===== config.mk =====
export PLATFORM = sky130hd
export DESIGN_NAME = piso_serializer
export DESIGN_NICKNAME = d
export VERILOG_FILES = /design/src/rtl/piso_pkg.sv /design/src/rtl/piso_shift_reg.sv /design/src/rtl/piso_serializer.sv
export SDC_FILE = /design/constraint.sdc
export NUM_CORES = 1
export LEC_CHECK = 0
export BUFFER_PORTS_ARGS = -buffer_cell sky130_fd_sc_hd__buf_2
export CAP_MARGIN = 20
export CORE_ASPECT_RATIO = 1.1
export CORE_UTILIZATION = 38
export DETAILED_ROUTE_END_ITERATION = 10
export GPL_TIMING_DRIVEN = 0
export PLACE_DENSITY = 0.57
export SYNTH_ARGS = -nofsm -noshare
export SYNTH_HDL_FRONTEND = slang
export SYNTH_HIERARCHICAL = 1
export SYNTH_SLANG_ARGS = --single-unit

===== constraint.sdc =====
create_clock -name clk -period 2.5 [get_ports clk]
set_clock_uncertainty 0.15 [all_clocks]
set_input_delay 0.125 -clock clk [delete_from_list [all_inputs] [get_ports clk]]
set_output_delay 0.125 -clock clk [all_outputs]
set_load 0.03 [all_outputs]

===== src/rtl/piso_pkg.sv =====
// Shared types and helpers for the parallel-in/serial-out transmitter.
// Holds the FSM state type and the bit-counter width calculation.
package piso_pkg;

  typedef enum logic {
    IDLE  = 1'b0,
    SHIFT = 1'b1
  } piso_state_t;

  // Counter must hold FRAME_LEN-1, which reaches WIDTH when a parity slot exists.
  function automatic int cnt_width(input int width);
    return $clog2(width + 1);
  endfunction

endpackage


===== src/rtl/piso_shift_reg.sv =====
// WIDTH-bit loadable shift register; sout is the bit currently on the wire.
// Zeros are shifted in so the output settles to 0 once a word has drained.
module piso_shift_reg #(
  parameter int WIDTH     = 8,
  parameter bit MSB_FIRST = 1'b1
) (
  input  logic             clk,
  input  logic             reset,
  input  logic             load,
  input  logic             shift,
  input  logic [WIDTH-1:0] din,
  output logic             sout
);

  logic [WIDTH-1:0] data_reg;
  logic [WIDTH-1:0] shifted;

  genvar gi;
  generate
    for (gi = 0; gi < WIDTH; gi++) begin : g_bit
      if (MSB_FIRST) begin : g_msb
        if (gi == 0) begin : g_fill
          assign shifted[gi] = 1'b0;
        end else begin : g_pass
          assign shifted[gi] = data_reg[gi-1];
        end
      end else begin : g_lsb
        if (gi == WIDTH - 1) begin : g_fill
          assign shifted[gi] = 1'b0;
        end else begin : g_pass
          assign shifted[gi] = data_reg[gi+1];
        end
      end
    end

    if (MSB_FIRST) begin : g_out_msb
      assign sout = data_reg[WIDTH-1];
    end else begin : g_out_lsb
      assign sout = data_reg[0];
    end
  endgenerate

  always_ff @(posedge clk) begin
    if (reset) begin
      data_reg <= '0;
    end else if (load) begin
      data_reg <= din;
    end else if (shift) begin
      data_reg <= shifted;
    end
  end

endmodule


===== src/rtl/piso_serializer.sv =====
// Parallel-in/serial-out transmitter with valid/ready load and gapless reload.
// Optional even-parity slot after the data bits when PISO_PARITY_EN is defined.
module piso_serializer
  import piso_pkg::*;
#(
  parameter int WIDTH     = 8,
  parameter bit MSB_FIRST = 1'b1
) (
  input  logic             clk,
  input  logic             reset,
  input  logic             load_valid,
  input  logic [WIDTH-1:0] load_data,
  output logic             load_ready,
  output logic             serial_out,
  output logic             frame,
  output logic             busy
);

  localparam int CNT_W = cnt_width(WIDTH);
`ifdef PISO_PARITY_EN
  localparam int FRAME_LEN = WIDTH + 1;
`else
  localparam int FRAME_LEN = WIDTH;
`endif
  localparam logic [CNT_W-1:0] LAST_CNT = CNT_W'(FRAME_LEN - 1);

  piso_state_t      state_reg, state_next;
  logic [CNT_W-1:0] cnt_reg, cnt_next;
  logic             last_bit;
  logic             xfer;
  logic             shift_en;
  logic             data_bit;

  assign last_bit   = (state_reg == SHIFT) && (cnt_reg == LAST_CNT);
  assign load_ready = (state_reg == IDLE) || last_bit;
  assign xfer       = load_valid && load_ready && !reset;
  // A reload on the last bit time replaces the shift, keeping the frame gapless.
  assign shift_en   = (state_reg == SHIFT) && !xfer;
  assign busy       = (state_reg == SHIFT);
  assign frame      = (state_reg == SHIFT);

  always_comb begin
    state_next = state_reg;
    cnt_next   = cnt_reg;
    if (xfer) begin
      state_next = SHIFT;
      cnt_next   = '0;
    end else if (state_reg == SHIFT) begin
      if (last_bit) begin
        state_next = IDLE;
        cnt_next   = '0;
      end else begin
        cnt_next = cnt_reg + CNT_W'(1);
      end
    end
  end

  always_ff @(posedge clk) begin
    if (reset) begin
      state_reg <= IDLE;
      cnt_reg   <= '0;
    end else begin
      state_reg <= state_next;
      cnt_reg   <= cnt_next;
    end
  end

  piso_shift_reg #(
    .WIDTH    (WIDTH),
    .MSB_FIRST(MSB_FIRST)
  ) u_shift_reg (
    .clk  (clk),
    .reset(reset),
    .load (xfer),
    .shift(shift_en),
    .din  (load_data),
    .sout (data_bit)
  );

`ifdef PISO_PARITY_EN
  logic parity_reg;
  logic parity_slot;

  always_ff @(posedge clk) begin
    if (reset) begin
      parity_reg <= 1'b0;
    end else if (xfer) begin
      parity_reg <= ^load_data;
    end
  end

  // The data register has drained to zero by the parity slot, so OR-ing is safe.
  assign parity_slot = (state_reg == SHIFT) && (cnt_reg == CNT_W'(WIDTH));
  assign serial_out  = data_bit | (parity_slot & parity_reg);
`else
  assign serial_out = data_bit;
`endif

endmodule


# After elaboration in Yosys (flattened, before gate mapping)
# Cells that the tools add are included.
# word_totals
wordCells	21
out_inout_bits	4
regBits	13
# classes
bitwise_logic	1
eq_ne	1
reduce_logical	9
mux	6
add_sub_neg	1
# ops
op	n
8-bit 2-to-1 mux	2
4-bit by 1-bit adder with 4-bit output, second input constant	1
4-bit by 3-bit equality test with 1-bit output, second input constant	1
1-bit logical AND	4
4-bit 2-to-1 mux	1
1-bit 2-to-1 mux	3
1-bit zero test	2
2-bit nonzero test	1
2-bit OR reduction	1
1-bit logical OR	1
1-bit NOT	1

# Logic depth before layout (Yosys ltp)
# depth
ltp_word	9
mapped_depth	6
depth_no_buf	6

# Cells and area by module
# Netlist, hierarchy kept.
# modules_own_cells
module	seq_area_each_um2	instances	cells_per_inst	area_each_um2
piso_shift_reg	160.2	1	35	369.1
piso_serializer	100.1	1	26	265.3

# Least setup slack after synthesis
# No wires, ideal clock.
# synth_timing
path_kind	register to register
start	reg cnt_reg[0]
end	reg u_shift_reg.data_reg[1]
required_ns	2.264
path_slack_ns	0.246
path_stages_with_launch	7
n_path_buf	0
synth_period_minus_slack_ns	2.254
setup_ns	0.086
t_arrival_ns	2.018
cell_sequence	dfxtp_1 > ha_1 > nand2_1 > o21ai_2 > nor3b_1 > inv_1 > a211oi_1
# synth_via
elab_chain_cells	8
# synth_lines
element	line_no	rtl
from (decl)	piso_serializer.sv:28	logic [CNT_W-1:0] cnt_reg, cnt_next;
from (signal assigned)	piso_serializer.sv:64	cnt_reg <= cnt_next;
4-bit by 3-bit equality test with 1-bit output (*)	piso_serializer.sv:34	assign last_bit = (state_reg == SHIFT) && (cnt_reg == LAST_CNT);
1-bit logical AND (*)	piso_serializer.sv:34	
1-bit logical OR (*)	piso_serializer.sv:35	assign load_ready = (state_reg == IDLE) || last_bit;
named net load_ready	piso_serializer.sv:13	output logic load_ready,
1-bit logical AND (*) (2 in series)	piso_serializer.sv:36	assign xfer = load_valid && load_ready && !reset;
named net xfer	piso_serializer.sv:30	logic xfer;
1-bit zero test	piso_serializer.sv:38	assign shift_en = (state_reg == SHIFT) && !xfer;
1-bit logical AND	piso_serializer.sv:38	
2-bit nonzero test (no line)	--	
to (signal assigned)	piso_shift_reg.sv:47	data_reg <= din;
to (signal assigned)	piso_shift_reg.sv:49	data_reg <= shifted;
to (decl)	piso_shift_reg.sv:15	logic [WIDTH-1:0] data_reg;
# Mark *: on every way through the listed nets, which the timed path passes. The rest lies on a longest branch.
# A chain may end at the register's enable or synchronous reset.

# Final worst setup path
# layout_timing
start	reg cnt_reg[0]
end	reg u_shift_reg.data_reg[2]
# layout_via
elab_chain_cells	8
# layout_lines
element	line_no
4-bit by 3-bit equality test with 1-bit output (*)	piso_serializer.sv:34
1-bit logical AND (*)	piso_serializer.sv:34
1-bit logical OR (*)	piso_serializer.sv:35
1-bit logical AND (*) (2 in series)	piso_serializer.sv:36
named net xfer	piso_serializer.sv:30
1-bit zero test	piso_serializer.sv:38
1-bit logical AND	piso_serializer.sv:38
2-bit nonzero test (no line)	--
# Marked as above.

==> flow_metrics.py <==
metrics = {
    "clock_tree": {
        "cts_max_level": 1,
        "cts_sinks": 13,
        "cts_buffers": 3,
        "clkLatencyLatePin_ps": 270,
        "clk_pin_slew_ps": 80,
        "cts_tree": "done",
        "clock-root-buffer": "clkbuf_4",
        "cts.path.max_buffers": 2,
    },
    "setup_path": {
        "crit_type": "register to register",
        "worstPathArrival_ps": 2300,
        "cp.required_ps": 2530,
        "worstPathMaxFanout": 10,
        "regToRegSetupSlack_ps": 230,
        "crit_path_start_kind": "register",
        "path_cells": "ha_1 -> nand2_1 -> o21ai_2 -> nor3b_2 -> inv_1 -> a211oi_1",
        "cp_slowest_cell": "nor3b_2",
        "max_stage_delay_ps": 510,
        "cp-end-kind": "register",
    },
    "timing": {
        "whs_ps": 378.0,
        "rsz0062_at_grt": "false",
        "period_minus_slack_ps": 2267,
        "worst_pin_slew_ps": 513.3,
        "hold_viol": 0,
        "min_period_over_period": 0.9067,
        "max-slew-margin-rel": 0.6563,
        "finalSetupViolations": 0,
        "slew_violations": 0,
        "max_freq_mhz": 441.2,
        "fin_ws_ps": 233.4,
    },
    "flow_run": {
        "cap_violations": 0,
    },
    "die": {
        "rows": 15,
        "core_um2": 1558,
        "die_h_um": 44.85,
        "pin_count": 15,
        "dieArea_um2": 1837,
        "initial_core_util": 0.4072,
        "die_x_um": 40.96,
    },
    "cells_and_area": {
        "drive_gt1_frac": 0.2889,
        "nNetsFinal": 103,
        "antenna_cells": 0,
        "layout_commonest_cell": "buf_2",
        "largest_register_ffs": 8,
        "fill_cells": 159,
        "area_delta_synth_final_pct": 36.69,
        "final_cell_mix": "buf_2 (14), dfxtp_1 (13), dlygate4sd3_1 (11)",
    },
    "detailed_routing": {
        "wl_per_cell_um": 11.97,
        "viasPerCell": 5.093,
        "drtIter0Drc": 6,
        "dr.pass1.iters": 4,
        "wl_mm": 1.281,
        "route.detailed.drc": 0,
        "antenna_left": 0,
        "vias": 545,
    },
    "global_route": {
        "grt_pass1_vias": 485,
        "grt_overflow": 0,
        "grt_pass1_wl_mm": 1.994,
        "track_usage": 0.1628,
        "grt_max_degree": 11,
        "antenna_found_initial": 0,
    },
    "power_and_ir_drop": {
        "pwr-share-clk": 0.296,
        "p_leak_uw": 0.0003643,
        "p_int_uw": 322.8,
        "p_per_area_nw_per_um2": 504.1,
        "p_seq_frac": 0.516,
        "combPwrFrac": 0.188,
        "switchingPower_uw": 114.3,
        "switching_share": 0.2614,
        "peakVddDrop_uv": 280.5,
    },
    "min_path": {
        "hold_path_class": "register to register",
    },
    "yosys": {
        "synth.avg_cell_area_um2": 10.40,
        "yosysWarnings": 6,
        "ys_types": 21,
        "syn_area_um2": 634.4,
        "synth_fp_nets": 73,
        "ys_ff_latch": 13,
        "synth_seq_area_share": 0.4103,
        "netlist_instances": 61,
    },
    "placed_design": {
        "place_congestion": 0.6192,
        "io_buffer_count": 14,
        "post-place-ws_ps": -167.3,
        "dp_hpwl_um": 847,
    },
    "outcome": {
        "status": "complete, no violations",
    },
}
stage by stage:
stage	utilization	power [uW]	instance area (um^2)	instances	setup TNS [ps]
after floorplan	-	278.2	634.4	61	0
after detailed placement	0.4659	300.5	725.7	92	-954.4
after global placement	0.4659	299.4	725.7	92	-915.1
after CTS	0.5566	446.4	867.1	107	0
final	0.5566	437.1	867.1	107	0
after global routing	0.5566	464.7	867.1	107	0
cell families after synthesis:
family                   after synthesis  synth area share
AND/OR/NAND/NOR                       17            0.1657
AO/OA/AOI/OAI                         15            0.1893
flip-flops                            13            0.4103
multiplexers                           8            0.1262
buffers and inverters                  6           0.07496
XOR/XNOR                               1           0.01381
adder cells (fa/ha/maj)                1           0.01972
synthesized netlist by cell type:
master	n	area, um^2
or3b_1	1	8.760
nor2_1	1	3.750
a21oi_1	3	15.01
mux2i_1	8	80.08
inv_1	2	7.510
nor3b_1	2	15.01
a211oi_1	8	60.06
dfxtp_1	13	260.3
nor2b_1	7	43.79
o21ai_2	1	8.760
a221oi_2	1	15.01
nand2_1	4	15.01
ha_1	1	12.51
or3_1	1	6.260
nand4_2	1	12.51
buf_6	2	22.52
xor2_1	1	8.760
o41a_2	1	12.51
clkdlybuf4s18_2	1	10.01
buf_4	1	7.510
a221oi_1	1	8.760
layout make-up:
type                    count  area [um^2]  share of cell area
flip-flops and latches     13        260.3              0.3001
repair buffers             25        180.2              0.2078
inverters                   2        7.507            0.008658
clock buffers               4        26.28             0.03030
well taps                  17        21.27             0.02453
multi-input cells          42        331.6              0.3824
plain buffers               4        40.04             0.04618
metal layers:
metal,track usage,wire (um),vias to the layer above
met2,0.2594,646,12
li1,-,-,281
met5,0,0,-
met1,0.1846,584,250
met4,0.1200,12,0
met3,0.02956,38,2
worst max-delay path, delay by kind of cell, from the launching register on:
kind / cells / cell delay (ps)
compound gates: 2 / 530
simple gates: 2 / 610
buf+inv: 1 / 250
fa+ha+maj: 1 / 230
flops: 1 / 400
power by group through the flow:
stage                     clock network (uW)  registers (uW)  logic [uW]
after floorplan                            0             233        44.9
after global placement                     0             230        69.5
after detailed placement                   0             230        70.2
after CTS                                138             226        83.0
after global routing                     147             227        90.2
final                                    129             225        82.3
worst paths after layout:
kind,from,end,cells past startpoint
worst max-delay path,cnt_reg[0]$_SDFFE_PP0P_,u_shift_reg/data_reg[2]$_SDFFE_PP0P_,6
worst max register to register,cnt_reg[0]$_SDFFE_PP0P_,u_shift_reg/data_reg[2]$_SDFFE_PP0P_,6
worst min-delay path,cnt_reg[0]$_SDFFE_PP0P_,cnt_reg[0]$_SDFFE_PP0P_,2
worst min register to register,cnt_reg[0]$_SDFFE_PP0P_,cnt_reg[0]$_SDFFE_PP0P_,2
what timing repair did:
item	in CTS	in global routing
hold buffers	11	0
buffers inserted	0	0
endpoints found under the hold margin	13	0
setup endpoints to repair	7	0
resized for setup	1	0
Power figures use the tool's default switching activity.
